**src/rtl/glitch_sweep_ctrl.sv**
```systemverilog
// Glitch parameter sweep sequencer: walks a (delay, width) grid, writes one setting word
// per shot into the glitch FIFO, arms the core and waits for its ready handshake.
module glitch_sweep_ctrl #(
  parameter int unsigned DW = 16,
  parameter int unsigned WW = 16,
  parameter int unsigned RW = 8,
  parameter int unsigned TW = 16
) (
  input  logic             clk_i,
  input  logic             rst_i,
  input  logic             start_i,
  input  logic             abort_i,
  input  logic [DW-1:0]    delay_start_i,
  input  logic [DW-1:0]    delay_end_i,
  input  logic [DW-1:0]    delay_step_i,
  input  logic [WW-1:0]    width_start_i,
  input  logic [WW-1:0]    width_end_i,
  input  logic [WW-1:0]    width_step_i,
  input  logic [RW-1:0]    repeat_i,
  input  logic [TW-1:0]    timeout_i,
  output logic [DW+WW-1:0] fifo_dat_o,
  output logic             fifo_we_o,
  input  logic             fifo_full_i,
  output logic             en_o,
  input  logic             ready_i,
  output logic             busy_o,
  output logic             done_o,
  output logic             timeout_o,
  output logic [DW-1:0]    cur_delay_o,
  output logic [WW-1:0]    cur_width_o,
  output logic [31:0]      shot_cnt_o
);

  typedef enum logic [2:0] {
    S_IDLE,
    S_PUSH,
    S_ARM,
    S_WAIT_LOW,
    S_WAIT_HIGH,
    S_NEXT,
    S_DONE
  } state_t;

  state_t state;

  logic          rdy_meta;
  logic          rdy_s;

  logic [DW-1:0] cfg_delay_start;
  logic [DW-1:0] cfg_delay_end;
  logic [DW-1:0] cfg_delay_step;
  logic [WW-1:0] cfg_width_start;
  logic [WW-1:0] cfg_width_end;
  logic [WW-1:0] cfg_width_step;
  logic [RW-1:0] cfg_repeat;
  logic [TW-1:0] cfg_timeout;

  logic [RW-1:0] rep;
  logic [TW-1:0] tmo_cnt;

  logic [RW:0]   rep_inc;
  logic [RW:0]   rep_max;
  logic          rep_more;
  logic [WW:0]   w_next;
  logic          w_last;
  logic [DW:0]   d_next;
  logic          d_last;
  logic [TW-1:0] tmo_inc;
  logic          tmo_hit;

  // Two-flop synchroniser for the core-domain ready
  always_ff @(posedge clk_i) begin
    if (rst_i) begin
      rdy_meta <= 1'b0;
      rdy_s    <= 1'b0;
    end else begin
      rdy_meta <= ready_i;
      rdy_s    <= rdy_meta;
    end
  end

  // Grid advance, repeat and timeout arithmetic; one extra bit so overflow reads as exhausted
  always_comb begin
    rep_inc  = {1'b0, rep} + (RW+1)'(1);
    rep_max  = (cfg_repeat == '0) ? (RW+1)'(1) : {1'b0, cfg_repeat};
    rep_more = (rep_inc < rep_max);
    w_next   = {1'b0, cur_width_o} + {1'b0, cfg_width_step};
    w_last   = (cfg_width_step == '0) || (w_next > {1'b0, cfg_width_end}) ||
               (cfg_width_end < cfg_width_start);
    d_next   = {1'b0, cur_delay_o} + {1'b0, cfg_delay_step};
    d_last   = (cfg_delay_step == '0) || (d_next > {1'b0, cfg_delay_end}) ||
               (cfg_delay_end < cfg_delay_start);
    tmo_inc  = tmo_cnt + TW'(1);
    tmo_hit  = (cfg_timeout != '0) && (tmo_inc == cfg_timeout);
  end

  // Sweep sequencer with registered strobes; abort overrides everything but reset
  always_ff @(posedge clk_i) begin
    if (rst_i) begin
      state           <= S_IDLE;
      cfg_delay_start <= '0;
      cfg_delay_end   <= '0;
      cfg_delay_step  <= '0;
      cfg_width_start <= '0;
      cfg_width_end   <= '0;
      cfg_width_step  <= '0;
      cfg_repeat      <= '0;
      cfg_timeout     <= '0;
      rep             <= '0;
      tmo_cnt         <= '0;
      fifo_dat_o      <= '0;
      fifo_we_o       <= 1'b0;
      en_o            <= 1'b0;
      busy_o          <= 1'b0;
      done_o          <= 1'b0;
      timeout_o       <= 1'b0;
      cur_delay_o     <= '0;
      cur_width_o     <= '0;
      shot_cnt_o      <= '0;
    end else begin
      fifo_we_o <= 1'b0;
      en_o      <= 1'b0;
      done_o    <= 1'b0;
      if (abort_i) begin
        state  <= S_IDLE;
        busy_o <= 1'b0;
      end else begin
        case (state)
          S_IDLE: begin
            if (start_i) begin
              cfg_delay_start <= delay_start_i;
              cfg_delay_end   <= delay_end_i;
              cfg_delay_step  <= delay_step_i;
              cfg_width_start <= width_start_i;
              cfg_width_end   <= width_end_i;
              cfg_width_step  <= width_step_i;
              cfg_repeat      <= repeat_i;
              cfg_timeout     <= timeout_i;
              cur_delay_o     <= delay_start_i;
              cur_width_o     <= width_start_i;
              rep             <= '0;
              shot_cnt_o      <= '0;
              timeout_o       <= 1'b0;
              busy_o          <= 1'b1;
              state           <= S_PUSH;
            end
          end
          S_PUSH: begin
            if (!fifo_full_i) begin
              fifo_we_o  <= 1'b1;
              fifo_dat_o <= {cur_width_o, cur_delay_o};
              state      <= S_ARM;
            end
          end
          S_ARM: begin
            en_o       <= 1'b1;
            shot_cnt_o <= shot_cnt_o + 32'd1;
            tmo_cnt    <= '0;
            state      <= S_WAIT_LOW;
          end
          S_WAIT_LOW: begin
            if (!rdy_s) begin
              tmo_cnt <= '0;
              state   <= S_WAIT_HIGH;
            end else if (tmo_hit) begin
              timeout_o <= 1'b1;
              busy_o    <= 1'b0;
              state     <= S_IDLE;
            end else begin
              tmo_cnt <= tmo_inc;
            end
          end
          S_WAIT_HIGH: begin
            if (rdy_s) begin
              state <= S_NEXT;
            end else if (tmo_hit) begin
              timeout_o <= 1'b1;
              busy_o    <= 1'b0;
              state     <= S_IDLE;
            end else begin
              tmo_cnt <= tmo_inc;
            end
          end
          S_NEXT: begin
            if (rep_more) begin
              rep   <= RW'(rep_inc);
              state <= S_PUSH;
            end else begin
              rep <= '0;
              if (!w_last) begin
                cur_width_o <= WW'(w_next);
                state       <= S_PUSH;
              end else if (!d_last) begin
                cur_delay_o <= DW'(d_next);
                cur_width_o <= cfg_width_start;
                state       <= S_PUSH;
              end else begin
                state <= S_DONE;
              end
            end
          end
          S_DONE: begin
            done_o <= 1'b1;
            busy_o <= 1'b0;
            state  <= S_IDLE;
          end
          default: begin
            state  <= S_IDLE;
            busy_o <= 1'b0;
          end
        endcase
      end
    end
  end

endmodule

```
**config.mk**
```make
export PLATFORM = sky130hd
export DESIGN_NAME = glitch_sweep_ctrl
export DESIGN_NICKNAME = d
export VERILOG_FILES = /design/src/rtl/glitch_sweep_ctrl.sv
export SDC_FILE = /design/constraint.sdc
export NUM_CORES = 1
export LEC_CHECK = 0
export ABC_CLOCK_PERIOD_IN_PS = 5960
export CAP_MARGIN = 20
export CORE_ASPECT_RATIO = 0.6
export CORE_MARGIN = 5
export CORE_UTILIZATION = 54
export DETAILED_ROUTE_END_ITERATION = 7
export PLACE_DENSITY = 0.81
export SLEW_MARGIN = 20
export SYNTH_ARGS = -nofsm -noshare
export SYNTH_HDL_FRONTEND = slang
export SYNTH_SLANG_ARGS = --single-unit
```
**constraint.sdc**
```tcl
create_clock -name clk_i -period 5.96 [get_ports clk_i]
set_input_delay 1.192 -clock clk_i [delete_from_list [all_inputs] [get_ports clk_i]]
set_output_delay 1.192 -clock clk_i [all_outputs]
set_load 0.05 [all_outputs]
```
==> metrics, run 1 <==
deepest clock path buffer count 3; Tot Pwr ~4.2 mW; fin crit period between 5 and 6 ns; Routed WL about 45 mm; Post-Synthesis Cells between 1500 and 2000; Final period util 0.918; RSZ-0062 raised after global routing no; sequential fraction of the synthesis area 0.360; pwr dens roughly 240 nW/um2; post-cts repair resize count 0; Fmax achieved between 150 and 200 MHz; P_sw 1.31 mW; Critical Path Fanout Max 16; Synthesized Nets 2022; type of origin of the critical path flip-flop; Clock transition at path regs roughly 0.070 ns; CTS tree yes; Starting Density 0.549; hold_sp fifo_dat_o[14]$_SDFFE_PP0P_; hold slack about 0.45 ns; Yosys warning total 0; TNS Setup 0 ns; Post-CTS Hold Buffers 0; count of cell types in the netlist 80; flops & latches, synth 250; Most used DFF post-synth dfxtp_1; Required @ worst endpoint 6.40 ns; CTS Buf Count 24; Clock Power Share 0.358; Fin. Hold Viols 0; global route overflow 0; Routed Antenna Nets 0; CTS H-Tree Depth 1; vias post-DR approximately 14000; clock latency at the later pin of the worst-skew pair ~0.54 ns; critical path class reg -> reg; Filler cells 2174; routability congestion estimate ~0.95; most frequent cells in the layout nand2_1 (390), dfxtp_1 (250), a21oi_1 (234), clkdlybuf4s50_1 (225); R2R Setup Slk just under 0.5 ns; Critical R2R Capture cur_width_o[0]$_SDFFE_PP0P_; Internal 2.87 mW; Finished Cell Area 17100 um2; number of remaining DRC errors 0; largest net degree at the start of global routing 75; commonest non-fill, non-tap cell in the layout nand2_1; Logic pwr share 0.209; GRT Util Overall 0.296; dpl cell area approximately 16000 um2; fraction of layout cells with a size suffix above 1 0.0415; Leakage about 6.3 nW; WP data arrival between 5 and 6 ns; HP Class reg -> reg; Std-Cell Core Area 25300 um2; FP Rows 45; number of global-route vias before repair about 13000; first-iteration detailed-routing DRC count 1308; WL/cell approximately 20 um; reg2reg path depth 17; root buffer cell clkbuf_16; Inst Count DP between 2000 and 2500; clock tree sinks 250; Syn-to-layout area delta 22.9%; Slew HR 0.248; mean post-synth cell area 7.76 um2; Slew Limit Fails 0; Port Buffers between 200 and 250; top-area cell type share of the netlist area 0.360; Yosys top cell by area dfxtp_1; Die H roughly 130 um; Mapped Area about 14000 um2; DP Wirelength between 30 and 40 mm; Die ar. just under 30000 um2; RR Startpoint cur_width_o[0]$_SDFFE_PP0P_; Die W 217 um; sw frac 0.313; Peak supply drop between 0.2 and 0.25 mV; DR vias/cell 5.95; Clock Skew between 0.01 and 0.015 ns; Reg power frac 0.433; Worst setup EP type flip-flop; Async SR Flop Fraction 0; Diodes inserted 0; Finished Layout Cells around 2300; final setup fails 0; Setup crit end cur_width_o[0]$_SDFFE_PP0P_; initial antenna violation count 0; iteration count of the initial detailed-routing pass 6; Max Cap Viol 0; Post-synth EDFFs 0; origin of the worst setup path cur_width_o[0]$_SDFFE_PP0P_; postcts setup bufs 0; IO Pins about 230; status completed; first-pass GRT wire length approximately 70 mm; Tightest Pin Transition between 1 and 1.5 ns; fin nets ~2200; synth top area cells dfxtp_1 (36%), nand2_1 (11%), ha_1 (9.4%)
worst min path at each step:
stage | end | slack [ns] | cells after the start
6_report | fifo_dat_o[14]$_SDFFE_PP0P_ | 0.45 | 2
5_1_grt | cfg_width_start[10]$_SDFFE_PP0P_ | 0.47 | 2
4_1_cts | fifo_dat_o[14]$_SDFFE_PP0P_ | 0.46 | 2
3_5_place_dp | fifo_dat_o[14]$_SDFFE_PP0P_ | 0.45 | 2
3_3_place_gp | fifo_dat_o[9]$_SDFFE_PP0P_ | 0.44 | 2
2_1_floorplan | rdy_s$_SDFF_PP0_ | 0.41 | 1
critical path: stages, from the launching register on:
cell and delay (ns):
dfxtp_1 0.35, ha_1 0.24, fa_1 0.44, a211oi_1 0.37, o21ba_2 0.27, o31ai_1 0.12
a31oi_1 0.20, o21bai_1 0.09, xor2_1 0.16, ha_1 0.30, nand2_1 0.07, or4_1 0.59
o22ai_1 0.17, a31o_2 0.16, o21a_1 0.55, a22oi_2 0.28, a211o_1 0.61, o32ai_1 0.39
flip-flops by register name (all words and copies together), names as in the netlist:
name and count:
cfg_delay_start 16, rdy_s 1, cfg_width_step 16, cfg_timeout 16
en_o 1, cur_width_o 16, done_o 1, timeout_o 1
cfg_width_end 16, busy_o 1, cfg_delay_step 16, cfg_delay_end 16
state 3, rep 8, cfg_width_start 16, fifo_dat_o 32
cfg_repeat 8, fifo_we_o 1, tmo_cnt 16, cur_delay_o 16
shot_cnt_o 32, rdy_meta 1
power by group through the flow:
| stage | combinational (mW) | sequential (mW) | clock, mW |
|---|---|---|---|
| finish | 0.870 | 1.81 | 1.49 |
| CTS | 0.858 | 1.81 | 1.51 |
| detailed placement | 0.852 | 1.84 | 0 |
| floorplan | 0.483 | 1.88 | 0 |
| global route | 0.949 | 1.81 | 1.58 |
| global placement | 0.840 | 1.84 | 0 |
through the flow:
stage               utilization  setup slack (ns)
floorplan                     -              1.26
global placement          0.646             0.713
detailed placement        0.646             0.609
CTS                       0.675             0.589
global route              0.675             0.158
finish                    0.675             0.492
cells by family after synthesis:
| kind of cell | after synthesis | synth area share |
|---|---|---|
| DFF | 250 | 0.360 |
| buffers and inverters | 199 | 0.0556 |
| and+or+nand+nor | 681 | 0.220 |
| muxes | 4 | 0.00288 |
| adders and majority gates | 106 | 0.0966 |
| xor gates and xnor gates | 75 | 0.0473 |
| AOI/OAI and AO/OA | 475 | 0.218 |
area by class of cell:
type / instances / area, um2 / share of cell area
tap: 329 / 412 / 0.0241
timing repair buffer: 240 / 2370 / 0.139
clock inverter: 11 / 78.8 / 0.00462
multi-input combinational: 1341 / 8150 / 0.477
inverter: 105 / 394 / 0.0231
sequential: 250 / 5000 / 0.293
clock buffer: 31 / 667 / 0.0391
layer usage:
layer	global-route usage	wire length (um)
met5	0.00667	0
met1	0.452	21700
met3	0.0618	3940
met4	0.0526	753
met2	0.435	18800
synth_stat cells, types with 4 or more instances:
| master | instances |
|---|---|
| buf_2 | 8 |
| and4_1 | 7 |
| o211ai_1 | 13 |
| clkbuf_1 | 72 |
| o21a_1 | 10 |
| or2_2 | 8 |
| nand3_1 | 38 |
| nor3_1 | 30 |
| a21o_1 | 17 |
| a311o_1 | 4 |
| xnor2_1 | 43 |
| nor4_1 | 19 |
| a31oi_1 | 8 |
| nor2_1 | 90 |
| a21oi_1 | 234 |
| dfxtp_1 | 250 |
| or3_1 | 18 |
| nor2b_1 | 12 |
| and3_1 | 11 |
| a311oi_1 | 10 |
| and2_1 | 5 |
| or4_1 | 10 |
| a211o_1 | 5 |
| nand4_1 | 20 |
| o2111a_1 | 4 |
| a211oi_1 | 30 |
| nand2b_1 | 8 |
| o21ai_0 | 45 |
| o21bai_1 | 7 |
| o2111ai_1 | 11 |
| buf_4 | 4 |
| a2111oi_0 | 4 |
| buf_1 | 10 |
| o31ai_1 | 9 |
| o32ai_1 | 13 |
| o311ai_0 | 7 |
| inv_1 | 104 |
| mux2i_1 | 4 |
| ha_1 | 104 |
| a221oi_1 | 5 |
| xor2_1 | 32 |
| nand2_1 | 390 |
No activity file was read; power rests on OpenSTA's default activity.
==> run 2, diff against run 1 <==
--- a/config.mk
+++ b/config.mk
@@ -6,7 +6,6 @@
 export NUM_CORES = 1
 export LEC_CHECK = 0
 export ABC_CLOCK_PERIOD_IN_PS = 5960
-export CAP_MARGIN = 20
 export CORE_ASPECT_RATIO = 0.6
 export CORE_MARGIN = 5
 export CORE_UTILIZATION = 54
==> constraint.sdc (replaced) <==
create_clock -name clk_i -period 5.96 [get_ports clk_i]
set_input_delay 1.192 -clock clk_i [delete_from_list [all_inputs] [get_ports clk_i]]
set_output_delay 1.192 -clock clk_i [all_outputs]
set_load 0.02 [all_outputs]
==> results of run 2 <==
The final DEF is identical to that of run 1. Status: completed.
Main changes from that run: total power 4.17 mW -> 4.13 mW; worst IR drop on VDD 0.202 mV -> 0.198 mV
